### src/rtl/rsa_batch_seq_if.sv
// rsa_batch_seq_if: link between the batch sequencer (master) and the RSA unit (slave)
interface rsa_batch_seq_if #(
  parameter int WIDTH = 8
);
  logic [WIDTH-1:0] rsa_m;
  logic [WIDTH-1:0] rsa_c;
  logic rsa_clear;
  logic rsa_en;
  logic rsa_eoc;
  modport master (output rsa_m, rsa_clear, rsa_en, input rsa_eoc, rsa_c);
  modport slave (input rsa_m, rsa_clear, rsa_en, output rsa_eoc, rsa_c);
endinterface

### src/rtl/rsa_batch_seq.sv
// rsa_batch_seq: runs a batch of messages through an external RSA unit into a result buffer
module rsa_batch_seq #(
  parameter int WIDTH = 8,
  parameter int DEPTH = 4,
  parameter int TIMEOUT = 64
) (
  input  logic clk,
  input  logic rstb,
  input  logic ena,
  input  logic start,
  input  logic abort,
  input  logic [$clog2(DEPTH):0] count,
  input  logic m_wr_en,
  input  logic [$clog2(DEPTH)-1:0] m_wr_addr,
  input  logic [WIDTH-1:0] m_wr_data,
  input  logic [$clog2(DEPTH)-1:0] c_rd_addr,
  output logic [WIDTH-1:0] c_rd_data,
  rsa_batch_seq_if.master rsa,
  output logic busy,
  output logic irq,
  output logic err,
  input  logic irq_clr
);
  localparam int AW = $clog2(DEPTH);
  localparam int CW = AW + 1;
  localparam int TW = $clog2(TIMEOUT) + 1;
  localparam logic [CW-1:0] CMAX = CW'(DEPTH);
  localparam logic [TW-1:0] TMAX = TW'(TIMEOUT - 1);
  localparam logic [2:0] IDLE = 3'd0;
  localparam logic [2:0] LOAD = 3'd1;
  localparam logic [2:0] CLEAR = 3'd2;
  localparam logic [2:0] RUN = 3'd3;
  localparam logic [2:0] STORE = 3'd4;
  localparam logic [2:0] DONE = 3'd5;
  logic [2:0] state;
  logic [AW-1:0] idx;
  logic [CW-1:0] cnt;
  logic [TW-1:0] timer;
  logic [WIDTH-1:0] m_q;
  logic clr_q;
  logic [DEPTH-1:0][WIDTH-1:0] m_mem;
  logic [DEPTH-1:0][WIDTH-1:0] c_mem;
  logic kill;
  logic tmo;
  logic last;
  always_comb begin
    kill = abort && state != IDLE;
    tmo = state == RUN && !rsa.rsa_eoc && timer == TMAX && !kill;
    last = {1'b0, idx} == cnt - 1'b1;
  end
  // clr_q carries the one-cycle RSA clear that follows an abort or timeout
  assign rsa.rsa_clear = ena && (state == CLEAR || clr_q);
  assign rsa.rsa_en = ena && state == RUN;
  assign rsa.rsa_m = m_q;
  assign busy = state != IDLE;
  assign c_rd_data = c_mem[c_rd_addr];
  always_ff @(posedge clk or negedge rstb) begin
    if (!rstb) begin
      state <= IDLE;
      idx <= '0;
      cnt <= '0;
      timer <= '0;
      m_q <= '0;
      clr_q <= 1'b0;
      irq <= 1'b0;
      err <= 1'b0;
      m_mem <= '0;
      c_mem <= '0;
    end else if (ena) begin
      clr_q <= 1'b0;
      irq <= (state == DONE && !kill) || (irq && !irq_clr);
      err <= tmo || (err && !irq_clr);
      if (state == IDLE && m_wr_en) m_mem[m_wr_addr] <= m_wr_data;
      if (kill) begin
        state <= IDLE;
        clr_q <= 1'b1;
      end else begin
        case (state)
          IDLE: if (start && !abort) begin
            state <= count == '0 ? DONE : LOAD;
            cnt <= count > CMAX ? CMAX : count;
            idx <= '0;
          end
          LOAD: begin
            m_q <= m_mem[idx];
            state <= CLEAR;
          end
          CLEAR: begin
            timer <= '0;
            state <= RUN;
          end
          RUN: if (rsa.rsa_eoc) begin
            c_mem[idx] <= rsa.rsa_c;
            state <= STORE;
          end else if (tmo) begin
            state <= IDLE;
            clr_q <= 1'b1;
          end else timer <= timer + 1'b1;
          STORE: begin
            state <= last ? DONE : LOAD;
            if (!last) idx <= idx + 1'b1;
          end
          default: state <= IDLE;
        endcase
      end
    end
  end
endmodule
### src/flat_wrapper.sv
// flat-port wrapper written by rule: the top's interface ports become plain ports
module rsa_batch_seq_flat 
#(
  parameter int WIDTH = 8,
  parameter int DEPTH = 4,
  parameter int TIMEOUT = 64
)
  (clk, rstb, ena, start, abort, count, m_wr_en, m_wr_addr, m_wr_data, c_rd_addr, c_rd_data, busy, irq, err, irq_clr, rsa_rsa_m, rsa_rsa_clear, rsa_rsa_en, rsa_rsa_eoc, rsa_rsa_c);
  rsa_batch_seq_if #(.WIDTH(WIDTH)) rsa_i ();
  input  logic clk;
  input  logic rstb;
  input  logic ena;
  input  logic start;
  input  logic abort;
  input  logic [$clog2(DEPTH):0] count;
  input  logic m_wr_en;
  input  logic [$clog2(DEPTH)-1:0] m_wr_addr;
  input  logic [WIDTH-1:0] m_wr_data;
  input  logic [$clog2(DEPTH)-1:0] c_rd_addr;
  output logic [WIDTH-1:0] c_rd_data;
  output logic busy;
  output logic irq;
  output logic err;
  input  logic irq_clr;
  output wire logic [$bits(rsa_i.rsa_m)-1:0] rsa_rsa_m;
  output wire logic [$bits(rsa_i.rsa_clear)-1:0] rsa_rsa_clear;
  output wire logic [$bits(rsa_i.rsa_en)-1:0] rsa_rsa_en;
  input wire logic [$bits(rsa_i.rsa_eoc)-1:0] rsa_rsa_eoc;
  input wire logic [$bits(rsa_i.rsa_c)-1:0] rsa_rsa_c;
  assign rsa_rsa_m = rsa_i.rsa_m;
  assign rsa_rsa_clear = rsa_i.rsa_clear;
  assign rsa_rsa_en = rsa_i.rsa_en;
  assign rsa_i.rsa_eoc = rsa_rsa_eoc;
  assign rsa_i.rsa_c = rsa_rsa_c;
  rsa_batch_seq #(.WIDTH(WIDTH), .DEPTH(DEPTH), .TIMEOUT(TIMEOUT)) u_core (.clk(clk), .rstb(rstb), .ena(ena), .start(start), .abort(abort), .count(count), .m_wr_en(m_wr_en), .m_wr_addr(m_wr_addr), .m_wr_data(m_wr_data), .c_rd_addr(c_rd_addr), .c_rd_data(c_rd_data), .rsa(rsa_i), .busy(busy), .irq(irq), .err(err), .irq_clr(irq_clr));
endmodule
### config.mk
export PLATFORM = sky130hd
export DESIGN_NAME = rsa_batch_seq_flat
export DESIGN_NICKNAME = d
export VERILOG_FILES = /design/src/rtl/rsa_batch_seq_if.sv /design/src/rtl/rsa_batch_seq.sv /design/src/flat_wrapper.sv
export SDC_FILE = /design/constraint.sdc
export NUM_CORES = 1
export LEC_CHECK = 0
export CORE_UTILIZATION = 28
export DETAILED_ROUTE_END_ITERATION = 12
export PLACE_DENSITY = 0.52
export SLEW_MARGIN = 20
export SYNTH_ARGS = -nofsm -noshare
export SYNTH_HDL_FRONTEND = slang
export SYNTH_SLANG_ARGS = --single-unit
### constraint.sdc
create_clock -name clk -period 2 [get_ports clk]
set_clock_uncertainty 0.15 [all_clocks]
set_input_delay 0.4 -clock clk [delete_from_list [all_inputs] [get_ports clk]]
set_output_delay 0.4 -clock clk [all_outputs]
set_load 0.01 [all_outputs]
==> results.toml, run 1 <==
[run_status]
status = "finished with violations"
violations = "design-rule violations"

[yosys]
synth_seq_cells = 90
netlist_area_um2 = 4272
synthTopCellsByArea = "dfrtp_1, mux2_2, mux4_2"
synth_edf_count = 0
synthCells = 304
avgSynthCellArea_um2 = 14.05
synth.largest_area_cell = "dfrtp_1"
synth-warning-count = 0
netlist.area_leader.share_pct = 52.72
async_flop_share_pct = 100.0
ys_seq_area_share_pct = 52.72
synth_fp_nets = 341
synth_ff_type = "dfrtp_1"
ys_types = 48

[clocking]
clk_latency_ns = 0.33
cts_buffers = 9
htreeDepth = 3
root_buffer = "clkbuf_16"
tritoncts = "yes"
clk_path_buf_depth = 2
clock-sinks = 90
path_clk_slew_ns = 0.07

[timing]
drv_slew = 0
worstMarginPinSlew_ns = 0.3889
rsz0062_at_grt = "false"
timing.fmax_mhz = 522.1
period_needed_ns = 1.915
min_period_over_period_pct = 95.77
setup-violations-final = 0
slew_headroom_pct = 74.07
timing_hold_violations_final = 0

[floorplanning]
dieArea_um2 = 15750
ios = 52
core_region_area_um2 = 14700
initial_core_util_pct = 29.06
dieWidth_um = 125.5
die-height_um = 125.5
fp-row-count = 44

[global_routing]
antenna_found_initial = 0
grt.total_usage_pct = 12.60
grt_start_max_net_pins = 47
grt.overflow.total = 0
grt_pass1_vias = 2974
grt_pass1_wl_um = 15360

[placement]
port_buffers = 51
place.gp.congestion = 0.7617
place_inst = 567
post-dp-hpwl_um = 6583

[detailed_routing]
wire_per_inst_um = 15.29
routed-via-count = 2798
totalWireLength_um = 9065
antenna_left = 0
drt_iter0_markers = 73
drc_errors = 1
first_pass_iters = 8
post_drt_via_cell_ratio = 4.718

[layout]
drive_gt1_share_pct = 43.77
fin_cells = 593
fillCellCount = 1411
num_antenna_cells = 0
syn_to_final_growth_pct = 34.21
final_cell_mix = "dfrtp_1, mux2_2, buf_4"
layout_commonest_cell = "dfrtp_1"
nets = 441

[power_and_ir_drop]
static-leakage-power_uw = 0.002595
totalPowerFinal_uw = 7556
powerDensity_nw_per_um2 = 1318
ir_worst_vdd_v = 0.0007087

[setup_path]
worstSetupEndpointType = "primary output"
start_kind = "flop"
reg2reg_slack_ns = 0.12
worstPathMaxFanout = 2
worst_ep_required_time_ns = 1.45
critical_path_class = "flop to primary output"
crit_arrival_ns = 1.37

[hold_path]
hp-class = "input pin to flop"

[run]
drv_cap = 0
cells in the mapped netlist, types with 4 or more instances:
cell	instances
mux4_2	16
mux2_2	72
buf_2	6
nor2_1	9
a21oi_1	6
nand2_1	16
nand3_1	4
inv_1	10
ha_1	6
dfrtp_1	90
o21ai_0	6
nand3b_1	4
nand2_2	4
layout make-up:
class / count / area [um2] / area share, %
clock buffers: 11 / 252.7 / 4.409
clock inverters: 5 / 107.6 / 1.877
inverters: 10 / 37.54 / 0.6547
multi-input cells: 192 / 1933 / 33.72
flip-flops and latches: 90 / 2255 / 39.33
well taps: 184 / 230.2 / 4.016
repair buffers: 101 / 917.1 / 16.00
registers in the layout, indices dropped and copies added, names as in the netlist:
name	flops
u_core.timer	7
u_core.rsa.rsa_m	8
u_core.c_mem	32
u_core.m_mem	32
u_core.clr_q	1
u_core.err	1
u_core.irq	1
u_core.idx	2
u_core.cnt	3
u_core.state	3
worst max-delay path, stage by stage (launching register included):
cell             delay (ns)
dfrtp_2                0.41
or3_1                  0.39
clkdlybuf4s15_1        0.24
routing by layer:
layer | wire length [um] | track usage [%] | up-vias | share of wire [%]
met4 | 65 | 3.228 | 0 | 0.72
met5 | 0 | 0 | - | 0
met1 | 4036 | 15.28 | 1414 | 45
met3 | 363 | 3.594 | 5 | 4.0
met2 | 4599 | 21.86 | 42 | 51
li1 | - | - | 1337 | -
final timing paths:
| path | from | to | cells past startpoint |
|---|---|---|---|
| max | u_core.state[0] | busy | 2 |
| min | ena | u_core.clr_q | 3 |
| max reg2reg | u_core.state[0] | u_core.m_mem[1] | 6 |
| min reg2reg | u_core.c_mem[23] | u_core.c_mem[23] | 1 |
| max in group asynchronous | rstb | u_core.err | 3 |
| min in group asynchronous | rstb | u_core.rsa.rsa_m[3] | 2 |
power by group:
| group | internal, uW | total, uW | switching, uW |
|---|---|---|---|
| Combinational | 1550 | 2570 | 1020 |
| Clock | 1300 | 2010 | 711 |
| Sequential | 2570 | 2980 | 403 |
stage by stage:
stage | hold WS (ns) | setup WS (ns) | util, % | instance area, um2 | setup TNS (ns)
after floorplan | -0.04559 | 0.03486 | - | 4272 | 0
after global placement | 0.2050 | -0.6064 | 36.17 | 5316 | -25.87
after detailed placement | 0.2084 | -0.6316 | 36.17 | 5316 | -26.28
after CTS | 0.3457 | 0.004373 | 38.82 | 5707 | 0
after global routing | 0.3117 | 0.007560 | 39.00 | 5733 | 0
final | 0.3033 | 0.08466 | 39.00 | 5733 | 0
cell families (layout without fill, tap and decap cells):
| group | Yosys count | in the layout | share of synthesized area (%) |
|---|---|---|---|
| muxes | 92 | 92 | 28.41 |
| DFF | 90 | 90 | 52.72 |
| and+or+nand+nor | 64 | 64 | 9.578 |
| AOI/OAI and AO/OA | 26 | 26 | 4.482 |
| buffers and inverters | 22 | 127 | 2.197 |
| adders and majority gates | 7 | 7 | 1.992 |
| xor gates and xnor gates | 3 | 3 | 0.6152 |
repair_timing:
| item | CTS | global route |
|---|---|---|
| resized for setup | 35 | 11 |
| setup endpoints to repair | 11 | 42 |
| buffers inserted | 3 | 6 |
| hold endpoints to repair | 26 | 0 |
| hold buffers | 1 | 0 |
| pin swaps | 0 | 0 |
No activity file was read; power rests on OpenSTA's default activity.
==> run 2: changes to the inputs <==
- SKIP_LAST_GASP: not set -> 1
==> run 2 against run 1 <==
Effect of this change:
- the flow still finishes with violations (design-rule violations)
- register-to-register slack about the same
- cell area did not move
- fmax unchanged
- critical path type unchanged
- critical endpoint unchanged
- highest routed layer unchanged
==> results.toml, run 2 (same netlist as run 1, synthesis figures left out) <==
[run_status]
status = "finished with violations"
violations = "design-rule violations"

[setup_path]
critical_path_class = "flop to primary output"
crit_chain = "or3_1 -> clkdlybuf4s15_1"
r2r-start = "u_core.state[0]"
reg2reg_slack_ns = 0.12
critPathMaxStageDelay_ns = 0.41
worstSetupEndpointType = "primary output"
start_kind = "flop"
crit_arrival_ns = 1.37
rr_worst_depth = 6
reg2reg_to = "u_core.m_mem[1]"
worst_ep_required_time_ns = 1.45
worstPathMaxFanout = 2
crit_path_top_delay_cell = "dfrtp_2"

[hold_path]
hp-class = "input pin to flop"
worstHoldStart = "ena"
hold_depth = 3
holdPathEnd = "u_core.clr_q"

[placement]
port_buffers = 51
pre_cts_ws_ns = -0.6316
place_inst = 567
place.gp.congestion = 0.7617
post-dp-hpwl_um = 6583

[floorplanning]
die-height_um = 125.5
dieWidth_um = 125.5
dieArea_um2 = 15750
fp-row-count = 44
ios = 52
core_region_area_um2 = 14700
initial_core_util_pct = 29.06

[layout]
syn_to_final_growth_pct = 34.21
drive_gt1_share_pct = 43.77
nets = 441
final_cell_mix = "dfrtp_1, mux2_2, buf_4"
num_antenna_cells = 0
layout_commonest_cell = "dfrtp_1"
fin_cells = 593

[clocking]
htreeDepth = 3
path_clk_slew_ns = 0.07
root_buffer = "clkbuf_16"
cts_buffers = 9
clk_latency_ns = 0.33
tritoncts = "yes"
clk_path_buf_depth = 2
clock-sinks = 90

[detailed_routing]
antenna_left = 0
wire_per_inst_um = 15.29
drt_iter0_markers = 73
drc_errors = 1
totalWireLength_um = 9065
first_pass_iters = 8
post_drt_via_cell_ratio = 4.718
routed-via-count = 2798

[global_routing]
grt_pass1_vias = 2974
grt_pass1_wl_um = 15350
antenna_found_initial = 0
grt.total_usage_pct = 12.59
grt_start_max_net_pins = 47
grt.overflow.total = 0

[timing]
min_period_over_period_pct = 95.77
drv_slew = 0
slew_headroom_pct = 74.07
period_needed_ns = 1.915
fin_ws_ns = 0.08466
setup-violations-final = 0
timing.fmax_mhz = 522.1
timing_hold_violations_final = 0
worstMarginPinSlew_ns = 0.3889
rsz0062_at_grt = "false"

[power_and_ir_drop]
ir_worst_vdd_v = 0.0007087
static-leakage-power_uw = 0.002594
powerDensity_nw_per_um2 = 1318

[run]
drv_cap = 0
[run 2: changes by cell type in the layout (fill, tap and decap cells not counted)]
| cell | change |
|---|---|
| clkbuf_2 | +1 |
| buf_2 | -1 |
[run 2: timing repair]
action                     4_1_cts  5_1_grt
hold endpoints to repair        26        0
resized for setup               33       12
setup endpoints to repair       11       43
pin swaps                        0        0
hold buffers                     1        0
setup buffers                    3        6
[run 2: metrics by stage]
stage          power [uW]  hold slack, ns  area (um2)  utilization, %  setup TNS, ns
2_1_floorplan        4587        -0.04559        4272               -              0
3_3_place_gp         5540          0.2050        5316           36.17         -25.87
3_5_place_dp         5626          0.2084        5316           36.17         -26.28
4_1_cts              7688          0.3457        5712           38.86       -0.01309
5_1_grt              8052          0.3117        5733           39.00              0
6_report             7556          0.3033        5733           39.00              0
[run 2: worst max-delay path by stage]
stage,end,from,cells past startpoint
after floorplan,c_rd_data[0],c_rd_addr[0],2
after global placement,c_rd_data[2],c_rd_addr[0],4
after detailed placement,c_rd_data[6],c_rd_addr[0],4
after CTS,c_rd_data[6],u_core.c_mem[30],2
after global routing,rsa_rsa_clear,u_core.state[2],5
final,busy,u_core.state[0],2
[run 2: cell type report]
class / count / area [um2]
Sequential cell: 90 / 2255
Fill cell: 1411 / 8966
Multi-Input combinational cell: 192 / 1933
Tap cell: 184 / 230.2
Inverter: 10 / 37.54
Timing Repair Buffer: 101 / 917.1
Clock buffer: 11 / 252.7
Clock inverter: 5 / 107.6
[run 2: layer usage]
metal,GRT usage (%),share of wire [%],wire (um),vias up
li1,-,-,-,1337
met1,15.26,45,4037,1414
met2,21.86,51,4598,42
met3,3.594,4.0,363,5
met4,3.228,0.72,65,0
met5,0,0,0,-
[run 2: worst max-delay path: cells and delay by family (launching register included)]
kind,cells,cell delay [ns]
and+or+nand+nor,1,0.39
buffers and inverters,1,0.24
DFF,1,0.41
[run 2: report_power, final]
group / switching (uW) / total (uW) / leakage [uW] / internal [uW]
registers: 403 / 2980 / 0.00116 / 2570
clock network: 711 / 2010 / 0.000177 / 1300
logic: 1020 / 2570 / 0.00126 / 1550
==> run 3: changes to the inputs <==
- CTS_CLUSTER_SIZE: not set -> 25
==> results of run 3 <==
The final DEF is identical to that of run 2; final timing and power are the same.
